## config.mk

```make
export PLATFORM = sky130hd
export DESIGN_NAME = game_ctrl_fsm_flat
export DESIGN_NICKNAME = d
export VERILOG_FILES = /design/src/rtl/game_pkg.sv /design/src/rtl/game_ctrl_fsm_if.sv /design/src/rtl/game_ctrl_fsm_rise_detect.sv /design/src/rtl/game_ctrl_fsm.sv /design/src/flat_wrapper.sv
export SDC_FILE = /design/constraint.sdc
export NUM_CORES = 1
export LEC_CHECK = 0
export BUFFER_PORTS_ARGS = -buffer_cell sky130_fd_sc_hd__buf_2
export CAP_MARGIN = 25
export CORE_MARGIN = 3
export CORE_UTILIZATION = 49
export CTS_BUF_LIST = sky130_fd_sc_hd__clkbuf_16
export DETAILED_ROUTE_END_ITERATION = 7
export MAX_ROUTING_LAYER = met4
export PLACE_DENSITY = 0.71
export SYNTH_ARGS = -nofsm -noshare
export SYNTH_HDL_FRONTEND = slang
export SYNTH_SLANG_ARGS = --single-unit
```

## constraint.sdc

```tcl
create_clock -name clk -period 2.9 [get_ports clk]
set_input_delay 0.58 -clock clk [delete_from_list [all_inputs] [get_ports clk]]
set_output_delay 0.58 -clock clk [all_outputs]
set_load 0.05 [all_outputs]
```

## src/rtl/game_pkg.sv

```systemverilog
// Shared state codes for the game controller and the blocks that decode its dataout.
// Also holds the width helper used to size the level and respawn-timer counters.
package game_pkg;

  localparam logic [2:0] ST_START    = 3'd0;
  localparam logic [2:0] ST_PLAYING  = 3'd1;
  localparam logic [2:0] ST_PAUSE    = 3'd2;
  localparam logic [2:0] ST_RESET    = 3'd3;
  localparam logic [2:0] ST_GAMEOVER = 3'd4;
  localparam logic [2:0] ST_RESPAWN  = 3'd5;
  localparam logic [2:0] ST_WIN      = 3'd6;

  typedef enum logic [2:0] {
    S_START    = ST_START,
    S_PLAYING  = ST_PLAYING,
    S_PAUSE    = ST_PAUSE,
    S_RESET    = ST_RESET,
    S_GAMEOVER = ST_GAMEOVER,
    S_RESPAWN  = ST_RESPAWN,
    S_WIN      = ST_WIN
  } state_t;

  // Counter width for values 0..n-1, never below one bit.
  function automatic int unsigned width_of(input int unsigned n);
    return (n <= 1) ? 1 : $clog2(n);
  endfunction

endpackage

```

## src/rtl/game_ctrl_fsm_if.sv

```systemverilog
// Button/event inputs and state outputs of the game controller.
// master drives the buttons and events; slave is the controller itself.
interface game_ctrl_fsm_if #(
  parameter int LW = 2,
  parameter int VW = 3
);
  logic          reset;
  logic          startGame;
  logic          pauseGame;
  logic          dead;
  logic          level_done;
  logic [2:0]    dataout;
  logic [LW-1:0] lives;
  logic [VW-1:0] level;
  logic          run_en;
  logic          state_chg;

  modport master (
    output reset, startGame, pauseGame, dead, level_done,
    input  dataout, lives, level, run_en, state_chg
  );

  modport slave (
    input  reset, startGame, pauseGame, dead, level_done,
    output dataout, lives, level, run_en, state_chg
  );
endinterface

```

## src/rtl/game_ctrl_fsm_rise_detect.sv

```systemverilog
// Rising-edge detector with a one-cycle history register.
// History resets to 1 so a button held through reset produces no pulse.
module rise_detect (
  input  logic clk,
  input  logic resetFSM,
  input  logic in,
  output logic pulse
);
  logic in_q;

  // NOTE: sequential state uses non-blocking assignments and an asynchronous reset branch.
  always_ff @(posedge clk or posedge resetFSM) begin
    if (resetFSM) in_q <= 1'b1;
    else          in_q <= in;
  end

  assign pulse = in & ~in_q;
endmodule

```

## src/rtl/game_ctrl_fsm.sv

```systemverilog
// Game state controller: RESET/START/PLAYING/PAUSE/GAMEOVER/RESPAWN/WIN with
// lives, level and respawn-timer counters; run_en gates render/physics/score.
module game_ctrl_fsm
  import game_pkg::*;
#(
  parameter int LIVES          = 3,
  parameter int LEVELS         = 8,
  parameter int RESPAWN_CYCLES = 16
) (
  input  logic                clk,
  input  logic                resetFSM,
  game_ctrl_fsm_if.slave      bus
);
  localparam int LW = $clog2(LIVES + 1);
  localparam int VW = width_of(LEVELS);
  localparam int TW = width_of(RESPAWN_CYCLES);

  localparam logic [LW-1:0] LIVES_INIT = LW'(LIVES);
  localparam logic [VW-1:0] LEVEL_LAST = VW'(LEVELS - 1);
  localparam logic [TW-1:0] TIMER_LOAD = TW'(RESPAWN_CYCLES - 1);

  state_t        state_q, state_d;
  logic [LW-1:0] lives_q, lives_d;
  logic [VW-1:0] level_q, level_d;
  logic [TW-1:0] timer_q, timer_d;
  logic          state_chg_q;
  logic          start_p, pause_p;

  rise_detect u_start_rd (
    .clk      (clk),
    .resetFSM (resetFSM),
    .in       (bus.startGame),
    .pulse    (start_p)
  );

  rise_detect u_pause_rd (
    .clk      (clk),
    .resetFSM (resetFSM),
    .in       (bus.pauseGame),
    .pulse    (pause_p)
  );

  always_ff @(posedge clk or posedge resetFSM) begin
    if (resetFSM) begin
      state_q     <= S_RESET;
      lives_q     <= LIVES_INIT;
      level_q     <= '0;
      timer_q     <= '0;
      state_chg_q <= 1'b0;
    end else begin
      state_q     <= state_d;
      lives_q     <= lives_d;
      level_q     <= level_d;
      timer_q     <= timer_d;
      state_chg_q <= (state_d != state_q);
    end
  end

  // NOTE: every signal gets a hold default first so no path through the case infers a latch.
  always_comb begin
    state_d = state_q;
    lives_d = lives_q;
    level_d = level_q;
    timer_d = timer_q;

    case (state_q)
      S_RESET: begin
        if (start_p) begin
          state_d = S_START;
          lives_d = LIVES_INIT;
          level_d = '0;
        end
      end

      S_START: begin
        if (bus.reset)    state_d = S_RESET;
        else if (start_p) state_d = S_PLAYING;
      end

      S_PLAYING: begin
        if (bus.reset) begin
          state_d = S_RESET;
        end else if (bus.dead) begin
          // The <= guard keeps lives from wrapping even if it somehow reached 0.
          if (lives_q <= LW'(1)) begin
            state_d = S_GAMEOVER;
            lives_d = '0;
          end else begin
            state_d = S_RESPAWN;
            lives_d = lives_q - LW'(1);
            timer_d = TIMER_LOAD;
          end
        end else if (bus.level_done) begin
          if (level_q >= LEVEL_LAST) state_d = S_WIN;
          else                       level_d = level_q + VW'(1);
        end else if (pause_p) begin
          state_d = S_PAUSE;
        end
      end

      S_PAUSE: begin
        if (bus.reset)    state_d = S_RESET;
        else if (pause_p) state_d = S_PLAYING;
      end

      S_RESPAWN: begin
        if (bus.reset)          state_d = S_RESET;
        else if (timer_q == '0) state_d = S_PLAYING;
        else                    timer_d = timer_q - TW'(1);
      end

      S_GAMEOVER, S_WIN: begin
        if (start_p) state_d = S_RESET;
      end

      default: state_d = S_RESET;
    endcase
  end

  assign bus.dataout   = state_q;
  assign bus.lives     = lives_q;
  assign bus.level     = level_q;
  assign bus.run_en    = (state_q == S_PLAYING);
  assign bus.state_chg = state_chg_q;
endmodule

```

## src/flat_wrapper.sv

```systemverilog
// flat-port wrapper written by rule: the top's interface ports become plain ports
module game_ctrl_fsm_flat import game_pkg::*;
#(
  parameter int LIVES          = 3,
  parameter int LEVELS         = 8,
  parameter int RESPAWN_CYCLES = 16
)
  (clk, resetFSM, bus_reset, bus_startGame, bus_pauseGame, bus_dead, bus_level_done, bus_dataout, bus_lives, bus_level, bus_run_en, bus_state_chg);
  game_ctrl_fsm_if #(.LW(2), .VW(3)) bus_i ();
  input  logic clk;
  input  logic resetFSM;
  input wire logic [$bits(bus_i.reset)-1:0] bus_reset;
  input wire logic [$bits(bus_i.startGame)-1:0] bus_startGame;
  input wire logic [$bits(bus_i.pauseGame)-1:0] bus_pauseGame;
  input wire logic [$bits(bus_i.dead)-1:0] bus_dead;
  input wire logic [$bits(bus_i.level_done)-1:0] bus_level_done;
  output wire logic [$bits(bus_i.dataout)-1:0] bus_dataout;
  output wire logic [$bits(bus_i.lives)-1:0] bus_lives;
  output wire logic [$bits(bus_i.level)-1:0] bus_level;
  output wire logic [$bits(bus_i.run_en)-1:0] bus_run_en;
  output wire logic [$bits(bus_i.state_chg)-1:0] bus_state_chg;
  assign bus_i.reset = bus_reset;
  assign bus_i.startGame = bus_startGame;
  assign bus_i.pauseGame = bus_pauseGame;
  assign bus_i.dead = bus_dead;
  assign bus_i.level_done = bus_level_done;
  assign bus_dataout = bus_i.dataout;
  assign bus_lives = bus_i.lives;
  assign bus_level = bus_i.level;
  assign bus_run_en = bus_i.run_en;
  assign bus_state_chg = bus_i.state_chg;
  game_ctrl_fsm #(.LIVES(LIVES), .LEVELS(LEVELS), .RESPAWN_CYCLES(RESPAWN_CYCLES)) u_core (.clk(clk), .resetFSM(resetFSM), .bus(bus_i));
endmodule
```

==> results.ini <==
[sta]
finalMaxSlewViolations = 0
grt_setup_unrepaired = no
hold_viol_final = 0
worst_pin_slew_ns = 0.553
post-route-period-util = 0.716
fin_skew_ns = 0.00413
slew_headroom = 0.631
fin_crit_ns = 2.08
setup_ws_ns = 0.823
setup_viol = 0
max_freq_mhz = 482
setup_tns_ns = 0

[floorplan]
die-area_um2 = 2580
start_util = 0.546
dieHeight_um = 50.8
num_rows = 15
die_w_um = 50.8
core_um2 = 1800
pin_count = 17

[cells_and_area]
insertedDiodeCount = 0
final_nets = 129
area_delta_synth_final_pct = 16.5
final_cell_mix = 16 x buf_2, 9 x inv_1, 9 x dfrtp_1, 8 x nor2_1
fin_cells = 143
drive_gt1_frac = 0.331
filler_cell_count = 170
post-route-util = 0.636
mostFrequentLayoutCell = buf_2

[drt]
drt_first_pass_iters = 4
routed_wl_mm = 2.00
drc = 0
routed-via-count = 843
postRouteAntennaNets = 0
drt_iter0_drc = 18
via_per_inst = 5.90
avgRoutedWirePerCell_um = 14.0

[grt]
grt_pass1_vias = 762
antenna_found_initial = 0
grt_use_total = 0.182
use_met2 = 0.296
top_usage_layer = met2
grt_pass1_wl_mm = 3.36
met3_usage = 0.0534
grt_start_max_net_pins = 17
grt_overflow = 0
grt_use_met1 = 0.213

[place]
post-place-ws_ns = 0.849
port_buffers = 16
dp_cells = 139
hpwl_mm = 1.44
place_congestion = 0.871

[clock_tree]
cts_buffers = 3
cts_root_buf = clkbuf_16
clk_pin_slew_ns = 0.05
post_cts_resized = 0
clk_path_buf_depth = 2
tritoncts = done
clk-insertion-delay-late_ns = 0.25
cts.sinks = 15
htree_levels = 1
hold_buffers = 0
post_cts_buffers = 0

[logic_synthesis]
ys_seq_area_frac = 0.389
syn_area_um2 = 983
avgSynthCellArea_um2 = 9.74
synthArstFlopShare = 1.00
ys.flop_type = dfrtp_1
syn_nets = 111
synth_edf_count = 0
yosys_warnings = 0
synth.distinct_cells = 45
synth_seq_cells = 15
synthesis.instances = 101

[setup_path]
rrSetupSlack_ns = 0.85
max_stage_delay_ns = 0.70
critPathTopFamily = flip-flops
slowest_stage = dfstp_2
reg2reg_from = u_core.bus.level[0]
critical_path_class = reg -> out
worst_setup_path_end_kind = output pin
path_cells = nand3_4 > inv_4 > buf_2
reg2regPathDepth = 6
worstPathBufferInverterCount = 2
critPathArrivalTime_ns = 1.50
rr_endpoint = u_core.bus.level[0]
worstSetupStartpointType = flip-flop
cp_max_fo = 16
crit_required_ns = 2.32

[power_and_ir_drop]
p_leak_nw = 0.516
power-per-cell-area_nw_per_um2 = 1100
ir_drop_mv = 0.837

[min_path]
hold_class = in -> async

[run_status]
status = complete, no violations

[run]
maxCapViolations = 0

-- synth_stat cells, types with 3 or more instances --
library cell,number,area [um^2]
dfrtp_1,9,225
nor2_1,8,30.0
nand2_1,4,15.0
ha_1,3,37.5
o21ai_0,6,30.0
nand2b_1,3,18.8
dfstp_2,6,158
a31oi_1,5,31.3
a21oi_1,5,25.0
inv_1,8,30.0
-- metrics by stage --
step                      total power, mW  hold slack [ns]  area [um^2]
after global placement              0.988            0.482         1070
final                                1.26            0.375         1150
after global routing                 1.34            0.412         1150
after CTS                            1.27            0.399         1150
after floorplan                     0.888            0.443          983
after detailed placement            0.996            0.477         1070
-- layout make-up --
| class | instances | area [um^2] | area share |
|---|---|---|---|
| repair buffers | 16 | 80.1 | 0.0699 |
| clock buffers | 3 | 75.1 | 0.0655 |
| well taps | 25 | 31.3 | 0.0273 |
| inverters | 11 | 51.3 | 0.0448 |
| clock inverters | 1 | 3.75 | 0.00328 |
| flip-flops and latches | 15 | 383 | 0.334 |
| multi-input cells | 72 | 522 | 0.455 |
-- per-layer routing --
metal  wire (um)  part of all wire
met1         857              0.43
met2         985              0.49
met3         141             0.070
met4          17            0.0085
met5           0                 0
-- registers in the layout (all words and copies together) (netlist names) --
signal                  count
u_core.bus.lives            2
u_core.u_pause_rd.in_q      1
u_core.timer_q              4
u_core.bus.dataout          3
u_core.bus.state_chg        1
u_core.u_start_rd.in_q      1
u_core.bus.level            3
-- how the worst max path moves through the flow --
stage	slack [ns]	to	start	depth (start not counted)
finish	0.82	bus_run_en	u_core.bus.dataout[0]	3
global route	0.74	u_core.bus.level[0]	u_core.bus.level[0]	6
CTS	0.82	bus_run_en	u_core.bus.dataout[0]	3
detailed placement	0.85	u_core.bus.level[0]	u_core.bus.level[0]	6
global placement	0.94	u_core.bus.level[0]	u_core.bus.level[0]	6
floorplan	0.72	u_core.bus.level[0]	u_core.bus.level[0]	6
-- cell families (layout without fill, tap and decap cells) --
logic type                 Yosys count  in the layout  share of synthesized area
and+or+nand+nor                     33             33                      0.211
AOI/OAI and AO/OA                   32             32                      0.238
DFF                                 15             15                      0.389
buffers and inverters               14             31                     0.0801
muxes                                4              4                     0.0433
adders and majority gates            3              3                     0.0382
-- power breakdown --
part	switching, mW	total (mW)	internal [mW]	leakage, nW
Sequential	0.113	0.414	0.301	0.166
Combinational	0.394	0.582	0.188	0.308
Clock	0.0834	0.266	0.183	0.0423
No activity file was read; power rests on OpenSTA's default activity.
